$ cat src/rtl/binary_down_counter.sv
// Loadable WIDTH-bit down-counter/timer with terminal-count pulse.
// Supports one-shot mode, auto-reload mode and abort; reset is asynchronous and active-low.
module binary_down_counter #(
  parameter int unsigned WIDTH = 4
) (
  input  logic             clk,
  input  logic             reset,
  input  logic             start,
  input  logic             stop,
  input  logic             en,
  input  logic             auto_rld,
  input  logic [WIDTH-1:0] load_val,
  output logic [WIDTH-1:0] out,
  output logic             tc,
  output logic             busy,
  output logic             done
);

  typedef enum logic [1:0] {
    S_IDLE = 2'b00,
    S_RUN  = 2'b01,
    S_DONE = 2'b10
  } state_t;

  state_t           state_q, state_d;
  logic [WIDTH-1:0] reload_q, reload_d;
  logic [WIDTH-1:0] out_d;
  logic             tc_d;
  logic             at_zero;

  assign at_zero = (out == '0);

  // State register
  always_ff @(posedge clk or negedge reset) begin
    if (!reset) state_q <= S_IDLE;
    else        state_q <= state_d;
  end

  // Next-state logic; stop beats start beats counting
  always_comb begin
    state_d = state_q;
    case (state_q)
      S_IDLE: begin
        if (stop)       state_d = S_IDLE;
        else if (start) state_d = S_RUN;
      end
      S_RUN: begin
        if (stop)                            state_d = S_IDLE;
        else if (start)                      state_d = S_RUN;
        else if (en && at_zero && !auto_rld) state_d = S_DONE;
      end
      S_DONE: begin
        if (stop)       state_d = S_IDLE;
        else if (start) state_d = S_RUN;
      end
      default: state_d = S_IDLE;
    endcase
  end

  // Datapath next values: count, reload value, terminal-count pulse
  always_comb begin
    out_d    = out;
    reload_d = reload_q;
    tc_d     = 1'b0;
    case (state_q)
      S_IDLE, S_DONE: begin
        if (!stop && start) begin
          out_d    = load_val;
          reload_d = load_val;
        end
      end
      S_RUN: begin
        if (stop) begin
          out_d = out;
        end else if (start) begin
          out_d    = load_val;
          reload_d = load_val;
        end else if (en) begin
          if (!at_zero) begin
            out_d = out - WIDTH'(1);
          end else begin
            // Zero is held for one enabled cycle, so the counter never underflows
            tc_d = 1'b1;
            if (auto_rld) out_d = reload_q;
          end
        end
      end
      default: begin
        out_d = out;
      end
    endcase
  end

  // Registered datapath outputs
  always_ff @(posedge clk or negedge reset) begin
    if (!reset) begin
      out      <= '0;
      reload_q <= '0;
      tc       <= 1'b0;
    end else begin
      out      <= out_d;
      reload_q <= reload_d;
      tc       <= tc_d;
    end
  end

  // Status flags decoded straight from the state register
  assign busy = (state_q == S_RUN);
  assign done = (state_q == S_DONE);

endmodule

$ cat config.mk
export PLATFORM = sky130hd
export DESIGN_NAME = binary_down_counter
export DESIGN_NICKNAME = d
export VERILOG_FILES = /design/src/rtl/binary_down_counter.sv
export SDC_FILE = /design/constraint.sdc
export NUM_CORES = 1
export LEC_CHECK = 0
export CAP_MARGIN = 10
export CORE_MARGIN = 2
export CORE_UTILIZATION = 40
export DETAILED_ROUTE_END_ITERATION = 10
export HOLD_SLACK_MARGIN = 0.15
export PLACE_DENSITY = 0.68
export SLEW_MARGIN = 15
export SYNTH_ARGS = -nofsm -noshare
export SYNTH_HDL_FRONTEND = slang
export SYNTH_SLANG_ARGS = --single-unit
$ cat constraint.sdc
create_clock -name clk -period 5.6 [get_ports clk]
set_input_delay 0.56 -clock clk [delete_from_list [all_inputs] [get_ports clk]]
set_output_delay 0.56 -clock clk [all_outputs]
set_load 0.03 [all_outputs]
==> results_tabular.tex, run 1 <==
\begin{tabular}{lr}
\hline
Metric & Value \\
\hline
\multicolumn{2}{l}{\textbf{Status}} \\
Outcome & completed \\
\multicolumn{2}{l}{\textbf{Synthesis}} \\
Area share of the largest cell type after synthesis & a little under half \\
Top cell types by occurrence after synthesis & dfrtp\_1 (11), a21oi\_1 (6), nand2\_1 (4), nor2\_1 (4), nor2b\_1 (4) \\
Proportion of synthesized chip area in sequential cells & $\sim$45\% \\
Ys async rst share & 100\% \\
Cell with the most instances after synthesis & dfrtp\_1 \\
Count of flip-flops with a built-in enable after synthesis & 0 \\
Yosys cell types & 26 \\
Post-Synthesis Net Count & 71 \\
Top post-synthesis cells by area & dfrtp\_1 (45\%), mux2\_2 (5.5\%), a21oi\_1 (4.9\%) \\
Flop and latch count out of synthesis & 11 \\
Count of synthesis-stage warnings from yosys & 0 \\
Synth Flop Type & dfrtp\_1 \\
Synthesized netlist cell count & 60 \\
Cell accounting for the most synthesized area & dfrtp\_1 \\
Mean instance size in the synthesized netlist & 10.2 um2 \\
Cell area after synthesis & 611 um2 \\
\multicolumn{2}{l}{\textbf{Drt}} \\
Post-Route WL & 1250 um \\
Number of iterations in the first detailed-routing pass & 4 \\
Overall via count from detail\_route & between 500 and 600 \\
Violation count after the first detailed-route iteration & 6 \\
DRC violation count after routing & 0 \\
Wire length per cell & 13.1 um \\
Remaining antenna violation count after routing & 0 \\
Number of vias per cell & 5.46 \\
\multicolumn{2}{l}{\textbf{Finish}} \\
Proportion of layout cells with a drive suffix above 1 & between 10\% and 20\% \\
Sequential cell area & between 200 and 300 um2 \\
Count of inserted antenna diode cells & 0 \\
Total of fill cells in the finished design & 144 \\
Multi-input gate area & 320 um2 \\
Fin nets & 91 \\
Area grow syn2layout & 33.2\% \\
Final core utilization & a little under three fifths \\
\multicolumn{2}{l}{\textbf{STA}} \\
Number of failing setup endpoints in the final timing report & 0 \\
Slack of the critical path & approximately 3.3 ns \\
Peak Freq & 0.433 GHz \\
Relative slew margins & 54.3\% \\
Final Critical Period & between 2 and 2.5 ns \\
Setup repair after global routing missed its margin & no \\
Fin Clk Skew & $\sim$0.0006 ns \\
Count of pins over their slew limit & 0 \\
Final-layout setup total negative slack & 0 ns \\
Period Utilization, post-route & about 41\% \\
Worst Tran Pin Value & about 0.7 ns \\
Final hold viol count & 0 \\
\multicolumn{2}{l}{\textbf{Critical path}} \\
Required time at the worst-slack endpoint & a little over 5 ns \\
Max Fanout on Critical Path & 6 \\
Buf+Inv Stages, Crit Path & 1 \\
R2R cell count & 6 \\
Worst Setup End Kind & output port \\
Slowest Stage Delay on Critical Path & 0.74 ns \\
Cell family with the largest share of critical-path delay & buffers and inverters \\
Series of cell instances along the critical path & nor2b\_1 -> clkdlybuf4s50\_1 \\
CP Depth & 2 \\
Startpoint kind of the worst setup timing path & flip-flop \\
Critical path class & flip-flop to output port \\
Worst path arrival time & roughly 1.8 ns \\
Library cell contributing the largest single delay on the critical path & clkdlybuf4s50\_1 \\
\multicolumn{2}{l}{\textbf{GRT}} \\
Overflow after GRT & 0 \\
Antenna violations before repair & 0 \\
Largest net degree at the start of global routing & 12 \\
Overall fraction of global-route tracks in use & 16.0\% \\
Number of global-route vias before repair & 503 \\
First-pass GRT wire length & $\sim$2200 um \\
\multicolumn{2}{l}{\textbf{Placed design}} \\
Count of buffers from port buffering & 16 \\
Detailed Place HPWL & 967 um \\
Worst setup slack before clock tree synthesis & approximately 3.3 ns \\
Placer's final routability congestion estimate & roughly 0.72 \\
\multicolumn{2}{l}{\textbf{Clock network}} \\
Reg clk slew, reported paths & 0.06 ns \\
Clock buffers created by TritonCTS & 3 \\
Sinks on Clock Net & 11 \\
Hold buffer count at CTS & 0 \\
Clock network latency to the later pin of the worst-skew pair & between 0.2 and 0.3 ns \\
TritonCTS clock tree & done \\
Total setup buffers inserted after CTS & 0 \\
Buffer depth of the longest clock path & 2 \\
Clock Tree Root & clkbuf\_4 \\
Post-cts resize count & 0 \\
CTS H-tree depth & 1 \\
\multicolumn{2}{l}{\textbf{Floorplanning}} \\
I/O pins & 17 \\
Placement Rows & 14 \\
Die X-Extent & 43.1 um \\
Area of the core & 0.00147 mm2 \\
Die Outline Area & 0.00186 mm2 \\
Initial Util & 41.5\% \\
Die Ht & 43.1 um \\
\multicolumn{2}{l}{\textbf{Pwr}} \\
Portion of total power attributed to combinational logic & between 30\% and 40\% \\
Cell Pwr Density & 272 mW/mm2 \\
Net Sw Power & 71.3 uW \\
IR Drop Worst-Case VDD & 0.000156 V \\
Cell internal pwr & $\sim$150 uW \\
Share of power burned in the clock network & between 20\% and 30\% \\
Fraction of power consumed by sequential logic & 45.4\% \\
Static leakage & 0.000344 uW \\
Fraction of power spent switching nets & between 30 and 40\% \\
\multicolumn{2}{l}{\textbf{Hold path}} \\
WHS Path Cells & 2 \\
Class of the worst hold path & flip-flop to flip-flop \\
\multicolumn{2}{l}{\textbf{Run}} \\
MaxCap Viol Count & 0 \\
\hline
\end{tabular}
power groups by stage:
stage / clock network (uW) / registers (uW) / logic, uW
finish: 51.6 / 101 / 69.3
global route: 58.3 / 103 / 75.7
CTS: 53.6 / 101 / 69.6
detailed placement: 0 / 102 / 68.8
global placement: 0 / 102 / 68.6
floorplan: 0 / 110 / 31.7
layer usage:
layer	part of all wire, %	wire length [um]	global-route usage [%]
met1	45	567	21.4
met2	48	595	23.3
met3	5.6	70	7.66
met4	1.1	14	3.64
met5	0	0	0
worst min-delay path, delay by kind of cell (launching register included):
family	cells	cell delay, ns
and+or+nand+nor	2	0.11
DFF	1	0.34
cell usage in the layout (no fill, tap or decap), types with 2 or more instances in the layout:
cell type        Yosys  final
a21oi_1              6      6
clkbuf_4             0      3
clkdlybuf4s50_1      0     16
dfrtp_1             11     11
inv_1                3      3
mux2_2               3      3
mux2i_1              2      2
nand2_1              4      4
nand3_1              2      2
nor2_1               4      4
nor2b_1              4      4
nor3_1               3      3
nor3b_1              2      2
nor4b_1              2      2
final cells by class:
class	count	share of cell area [%]
Inverter	3	1.38
Tap cell	16	2.46
Sequential cell	11	33.8
Timing Repair Buffer	16	19.7
Multi-Input combinational cell	45	39.4
Clock buffer	4	3.23
path summary, 6_finish.rpt:
path | end | slack, ns | start
max reg2reg | out[0] | 3.57 | out[0]
min reg2reg | reload_q[0] | 0.49 | reload_q[0]
max | busy | 3.29 | state_q[0]
max in group asynchronous | reload_q[1] | 4.65 | reset
min | reload_q[0] | 0.49 | reload_q[0]
min in group asynchronous | state_q[1] | 0.63 | reset
sequential cells by signal (all words and copies together), names as in the netlist:
signal	cells
tc	1
state_q	2
reload_q	4
out	4
logic make-up (layout without fill, tap and decap cells):
family                     Yosys count  in the layout  share of synthesized area, %
AOI/OAI and AO/OA                   13             13                          16.0
adders and majority gates            1              1                          2.05
buffers and inverters                4             23                          2.46
DFF                                 11             11                          45.1
muxes                                5              5                          8.81
and+or+nand+nor                     26             26                          25.6
through the flow:
stage	instance area, um2	std cells	power, uW	hold slack (ns)
2_1_floorplan	611	60	142	0.264
3_3_place_gp	787	91	170	0.472
3_5_place_dp	787	91	171	0.478
4_1_cts	813	95	224	0.491
5_1_grt	813	95	237	0.539
6_report	813	95	221	0.488
Power figures use the tool's default switching activity.
==> inputs of run 2 (changes only) <==
--- a/config.mk
+++ b/config.mk
@@ -10,7 +10,7 @@
 export CORE_UTILIZATION = 40
 export DETAILED_ROUTE_END_ITERATION = 10
 export HOLD_SLACK_MARGIN = 0.15
-export PLACE_DENSITY = 0.68
+export PLACE_DENSITY = 0.7
 export SLEW_MARGIN = 15
 export SYNTH_ARGS = -nofsm -noshare
 export SYNTH_HDL_FRONTEND = slang
==> constraint.sdc (replaced) <==
create_clock -name clk -period 2 [get_ports clk]
set_input_delay 0.2 -clock clk [delete_from_list [all_inputs] [get_ports clk]]
set_output_delay 0.2 -clock clk [all_outputs]
set_load 0.03 [all_outputs]
==> results_tabular.tex, run 2 (synthesized netlist as in run 1, its figures left out) <==
\begin{tabular}{lr}
\hline
Metric & Value \\
\hline
\multicolumn{2}{l}{\textbf{GRT}} \\
Antenna violations before repair & 0 \\
Largest net degree at the start of global routing & 12 \\
First-pass GRT wire length & around 2300 um \\
Overall fraction of global-route tracks in use & 16.3\% \\
Overflow after GRT & 0 \\
Number of global-route vias before repair & 514 \\
\multicolumn{2}{l}{\textbf{Drt}} \\
Post-Route WL & $\sim$1400 um \\
Overall via count from detail\_route & 547 \\
DRC violation count after routing & 0 \\
Violation count after the first detailed-route iteration & 27 \\
Remaining antenna violation count after routing & 0 \\
Number of iterations in the first detailed-routing pass & 4 \\
Number of vias per cell & 5.42 \\
Wire length per cell & 13.4 um \\
\multicolumn{2}{l}{\textbf{Finish}} \\
Proportion of layout cells with a drive suffix above 1 & 16.5\% \\
Fin nets & 97 \\
Cell Count, Final, Fillers Out & 101 \\
Sequential cell area & 275 um2 \\
Count of inserted antenna diode cells & 0 \\
Area grow syn2layout & 41.0\% \\
Most common library cell in the layout ignoring fill and taps & clkdlybuf4s50\_1 \\
Regs by FF count & out x4, reload\_q x4, state\_q x2 \\
Multi-input gate area & 320 um2 \\
Most frequent cells in the layout & clkdlybuf4s50\_1 (15), dfrtp\_1 (11), a21oi\_1 (6), buf\_4 (6) \\
Total of fill cells in the finished design & around 130 \\
\multicolumn{2}{l}{\textbf{Critical path}} \\
R2R setup slack & around 0.14 ns \\
Startpoint kind of the worst setup timing path & flip-flop \\
Worst Setup End Kind & flip-flop \\
R2R cell count & 6 \\
Worst path arrival time & about 2.0 ns \\
Max Fanout on Critical Path & 8 \\
Cell family with the largest share of critical-path delay & simple AND/OR/NAND/NOR gates \\
Start of the worst register-to-register path & out[1] \\
Worst r2r dst & out[0] \\
Slowest Stage Delay on Critical Path & 0.47 ns \\
Required time at the worst-slack endpoint & 2.15 ns \\
Library cell contributing the largest single delay on the critical path & or4b\_4 \\
Buf+Inv Stages, Crit Path & 1 \\
Series of cell instances along the critical path & inv\_1 -> ha\_1 -> or4b\_4 -> a32oi\_4 -> mux2i\_1 -> nand3\_1 \\
Critical path class & flip-flop to flip-flop \\
\multicolumn{2}{l}{\textbf{STA}} \\
Setup repair after global routing missed its margin & no \\
Count of pins over their slew limit & 0 \\
Final hold viol count & 0 \\
Final-layout setup total negative slack & 0 ns \\
Relative slew margins & between 60 and 70\% \\
Worst Tran Pin Value & between 0.4 and 0.5 ns \\
Period Utilization, post-route & 92.8\% \\
Fin Clk Skew & between 0.0015 and 0.002 ns \\
Peak Freq & $\sim$0.54 GHz \\
Number of failing setup endpoints in the final timing report & 0 \\
Final Critical Period & 1.86 ns \\
\multicolumn{2}{l}{\textbf{Placed design}} \\
Instance count after placement with tap cells included & 97 \\
Placer's final routability congestion estimate & 0.709 \\
Count of buffers from port buffering & 16 \\
Detailed Place HPWL & 1060 um \\
\multicolumn{2}{l}{\textbf{Floorplanning}} \\
Initial Util & 41.5\% \\
Die Outline Area & about 0.0019 mm2 \\
I/O pins & 17 \\
Placement Rows & 14 \\
Die Ht & 43.1 um \\
Die X-Extent & roughly 43 um \\
Area of the core & 0.00147 mm2 \\
\multicolumn{2}{l}{\textbf{Clock network}} \\
TritonCTS clock tree & done \\
Buffer depth of the longest clock path & 2 \\
Clock network latency to the later pin of the worst-skew pair & 0.27 ns \\
Clock buffers created by TritonCTS & 3 \\
Reg clk slew, reported paths & 0.07 ns \\
Sinks on Clock Net & 11 \\
Clock Tree Root & clkbuf\_4 \\
Total setup buffers inserted after CTS & 0 \\
CTS H-tree depth & 1 \\
\multicolumn{2}{l}{\textbf{Pwr}} \\
Cell Pwr Density & 761 mW/mm2 \\
Net Sw Power & 213 uW \\
Static leakage & about 0.00039 uW \\
Portion of total power attributed to combinational logic & 36.1\% \\
Fraction of power spent switching nets & 32.5\% \\
Cell internal pwr & approximately 440 uW \\
IR Drop Worst-Case VDD & 0.000426 V \\
Fraction of power consumed by sequential logic & 40.6\% \\
Share of power burned in the clock network & 23.3\% \\
\multicolumn{2}{l}{\textbf{Run}} \\
MaxCap Viol Count & 0 \\
\multicolumn{2}{l}{\textbf{Status}} \\
Outcome & completed \\
\multicolumn{2}{l}{\textbf{Hold path}} \\
Class of the worst hold path & input port to async pin \\
\hline
\end{tabular}
-- run 2: worst max path at each step --
stage,slack (ns),endpoint,depth (start not counted),start
after global placement,0.12,out[0],5,auto_rld
after global routing,0.05,out[0],6,out[1]
after CTS,0.05,busy,2,state_q[0]
final,0.14,out[0],6,out[1]
after detailed placement,0.09,out[0],5,auto_rld
after floorplan,0.004,out[0],6,out[0]
-- run 2: worst reg2reg max path: stages, from the launching register on --
cell	delay [ns]
dfrtp_1	0.39
inv_1	0.08
ha_1	0.15
or4b_4	0.47
a32oi_4	0.34
mux2i_1	0.22
nand3_1	0.09
-- run 2: what timing repair did --
item                                    4_1_cts  5_1_grt
endpoints found under the setup margin        0        1
hold buffers                                  0        0
resized for setup                             0        1
-- run 2: layout make-up --
type	count	area share [%]
Timing Repair Buffer	22	24.1
Inverter	3	1.31
Tap cell	16	2.33
Clock buffer	4	3.05
Multi-Input combinational cell	45	37.2
Sequential cell	11	32.0
-- run 2: routing by layer --
layer	vias to the layer above	global-route usage [%]	wire length [um]
li1	270	-	-
met1	260	21.0	634
met2	15	26.7	655
met3	2	3.83	52
met4	0	5.45	11
met5	-	0	0
-- run 2: power by group through the flow --
stage | combinational (uW) | clock (uW) | sequential, uW
5_1_grt | 255 | 166 | 270
3_3_place_gp | 234 | 0 | 270
2_1_floorplan | 88.7 | 0 | 309
4_1_cts | 238 | 155 | 266
6_report | 236 | 153 | 266
3_5_place_dp | 237 | 0 | 271
-- run 2: metrics by stage --
stage	setup slack [ns]	instance area, um2	util, %	power, uW	hold slack [ns]
3_5_place_dp	0.0860	832	56.5	508	0.470
6_report	0.144	861	58.5	655	0.259
2_1_floorplan	0.00435	611	-	397	-0.0956
3_3_place_gp	0.124	832	56.5	504	0.469
4_1_cts	0.0491	858	58.3	659	0.278
5_1_grt	0.0483	861	58.5	690	0.307
==> inputs of run 3 (changes only) <==
--- a/config.mk
+++ b/config.mk
@@ -10,8 +10,9 @@
 export CORE_UTILIZATION = 40
 export DETAILED_ROUTE_END_ITERATION = 10
 export HOLD_SLACK_MARGIN = 0.15
-export PLACE_DENSITY = 0.7
-export SLEW_MARGIN = 15
+export PLACE_DENSITY = 0.68
+export REMOVE_ABC_BUFFERS = 1
+export SLEW_MARGIN = 25
 export SYNTH_ARGS = -nofsm -noshare
 export SYNTH_HDL_FRONTEND = slang
 export SYNTH_SLANG_ARGS = --single-unit
==> constraint.sdc (replaced) <==
create_clock -name clk -period 2.1 [get_ports clk]
set_input_delay 0.21 -clock clk [delete_from_list [all_inputs] [get_ports clk]]
set_output_delay 0.21 -clock clk [all_outputs]
set_load 0.03 [all_outputs]
==> results_tabular.tex, run 3 (synthesized netlist as in run 1, its figures left out) <==
\begin{tabular}{lr}
\hline
Metric & Value \\
\hline
\multicolumn{2}{l}{\textbf{Drt}} \\
Total length of routed met3 wires & 42 um \\
DRC violation count after routing & 0 \\
Top layer used by detailed routing & met4 \\
Number of iterations in the first detailed-routing pass & 4 \\
Violation count after the first detailed-route iteration & 15 \\
Post-Route WL & roughly 1300 um \\
Sum of met2 wire segment lengths after detailed routing & around 560 um \\
Number of vias per cell & 5.27 \\
DRT met1 WL & 689 um \\
Overall via count from detail\_route & 522 \\
Wire length per cell & 13.2 um \\
Remaining antenna violation count after routing & 0 \\
\multicolumn{2}{l}{\textbf{Pwr}} \\
IR Drop Worst-Case VDD & around 0.00037 V \\
Portion of total power attributed to combinational logic & 33.7\% \\
Share of power burned in the clock network & between 20\% and 30\% \\
Static leakage & approximately 0.00036 uW \\
Cell Pwr Density & slightly above 700 mW/mm2 \\
Cell internal pwr & just over 400 uW \\
Fraction of power consumed by sequential logic & 43.0\% \\
Fraction of power spent switching nets & 32.3\% \\
Net Sw Power & 197 uW \\
\multicolumn{2}{l}{\textbf{Clock network}} \\
Buffer depth of the longest clock path & 2 \\
Total setup buffers inserted after CTS & 0 \\
Clock network latency to the later pin of the worst-skew pair & $\sim$0.26 ns \\
Reg clk slew, reported paths & 0.07 ns \\
CTS H-tree depth & 1 \\
Hold buffer count at CTS & 0 \\
Clock buffers created by TritonCTS & 3 \\
Clock Tree Root & clkbuf\_4 \\
Post-cts resize count & 0 \\
TritonCTS clock tree & done \\
Sinks on Clock Net & 11 \\
\multicolumn{2}{l}{\textbf{GRT}} \\
First-pass GRT wire length & 2300 um \\
Overall fraction of global-route tracks in use & 16.7\% \\
Number of global-route vias before repair & 499 \\
Antenna violations before repair & 0 \\
Largest net degree at the start of global routing & 12 \\
Overflow after GRT & 0 \\
\multicolumn{2}{l}{\textbf{Floorplanning}} \\
Die X-Extent & 43.1 um \\
I/O pins & 17 \\
Initial Util & 41.5\% \\
Area of the core & 0.00147 mm2 \\
Die Ht & 43.1 um \\
Placement Rows & 14 \\
Die Outline Area & 0.00186 mm2 \\
\multicolumn{2}{l}{\textbf{STA}} \\
Worst Tran Pin Value & 0.516 ns \\
Relative slew margins & about two thirds \\
Peak Freq & 0.512 GHz \\
Period Utilization, post-route & 92.9\% \\
Slack of the critical path & between 0.1 and 0.15 ns \\
Final Critical Period & 1.95 ns \\
Count of pins over their slew limit & 0 \\
Setup repair after global routing missed its margin & no \\
Final hold viol count & 0 \\
Fin Clk Skew & 0.00149 ns \\
Final-layout setup total negative slack & 0 ns \\
Number of failing setup endpoints in the final timing report & 0 \\
\multicolumn{2}{l}{\textbf{Hold path}} \\
Class of the worst hold path & input port to async pin \\
\multicolumn{2}{l}{\textbf{Finish}} \\
Regs by FF count & out x4, reload\_q x4, state\_q x2 \\
Proportion of layout cells with a drive suffix above 1 & between 10\% and 20\% \\
Area grow syn2layout & 38.1\% \\
Fin nets & 95 \\
Most frequent cells in the layout & clkdlybuf4s50\_1 (16), dfrtp\_1 (11), a21oi\_1 (6) \\
Most common library cell in the layout ignoring fill and taps & clkdlybuf4s50\_1 \\
Count of inserted antenna diode cells & 0 \\
\multicolumn{2}{l}{\textbf{Critical path}} \\
Worst path arrival time & approximately 1.7 ns \\
Max Fanout on Critical Path & 6 \\
Worst Setup End Kind & output port \\
Critical path class & flip-flop to output port \\
Required time at the worst-slack endpoint & 1.89 ns \\
Startpoint kind of the worst setup timing path & flip-flop \\
\multicolumn{2}{l}{\textbf{Placed design}} \\
Count of buffers from port buffering & 16 \\
Placer's final routability congestion estimate & 0.727 \\
Worst setup slack before clock tree synthesis & 0.191 ns \\
Detailed Place HPWL & 1000 um \\
\multicolumn{2}{l}{\textbf{Status}} \\
Outcome & completed \\
\multicolumn{2}{l}{\textbf{Run}} \\
MaxCap Viol Count & 0 \\
\hline
\end{tabular}
## run 3: changes by cell type in the layout (fill, tap and decap cells not counted), sizes merged
cell | previous run | this run
buf | 6 | 4
clkdlybuf4s50 | 15 | 16
dlymetal6s2s | 1 | 0
## run 3: final timing paths
| path | end | cells after the start | slack [ns] | startpoint |
|---|---|---|---|---|
| worst max-delay path | busy | 2 | 0.15 | state_q[0] |
| min in group clk | reload_q[0] | 2 | 0.49 | reload_q[0] |
| worst min-delay path | state_q[1] | 1 | 0.29 | reset |
| worst max register to register | out[0] | 6 | 0.21 | out[0] |
| worst min register to register | reload_q[0] | 2 | 0.49 | reload_q[0] |
| max in group asynchronous | reload_q[2] | 1 | 1.47 | reset |
## run 3: power by group through the flow
stage,clock (uW),sequential (uW),combinational (uW)
after floorplan,0,294,83.9
after global placement,0,265,204
after detailed placement,0,266,206
after CTS,145,262,206
after global routing,156,268,225
final,142,262,205
## run 3: area by class of cell
class | instances | area [um2]
clock buffers | 4 | 26.3
fillers | 146 | 628
inverters | 3 | 11.3
multi-input cells | 45 | 320
flip-flops and latches | 11 | 275
well taps | 16 | 20.0
repair buffers | 20 | 190
## run 3: metal layers
layer  vias up  track usage (%)
met5         -                0
met4         0             7.27
met3         2             2.55
met2        12             23.0
met1       239             25.6
li1        269                -
## run 3: worst max-delay path, cell delays in order, from the launching register on
cell             delay [ns]
dfrtp_1                0.41
nor2b_1                0.33
clkdlybuf4s50_1        0.74
## run 3: metrics by stage
stage / total power (uW) / hold slack, ns / utilization, % / cell area, um2 / instances
after floorplan: 378 / -0.0856 / - / 607 / 59
after global placement: 469 / 0.473 / 55.5 / 817 / 95
after detailed placement: 472 / 0.477 / 55.5 / 817 / 95
after CTS: 614 / 0.298 / 57.3 / 843 / 99
after global routing: 649 / 0.315 / 57.3 / 843 / 99
final: 609 / 0.286 / 57.3 / 843 / 99
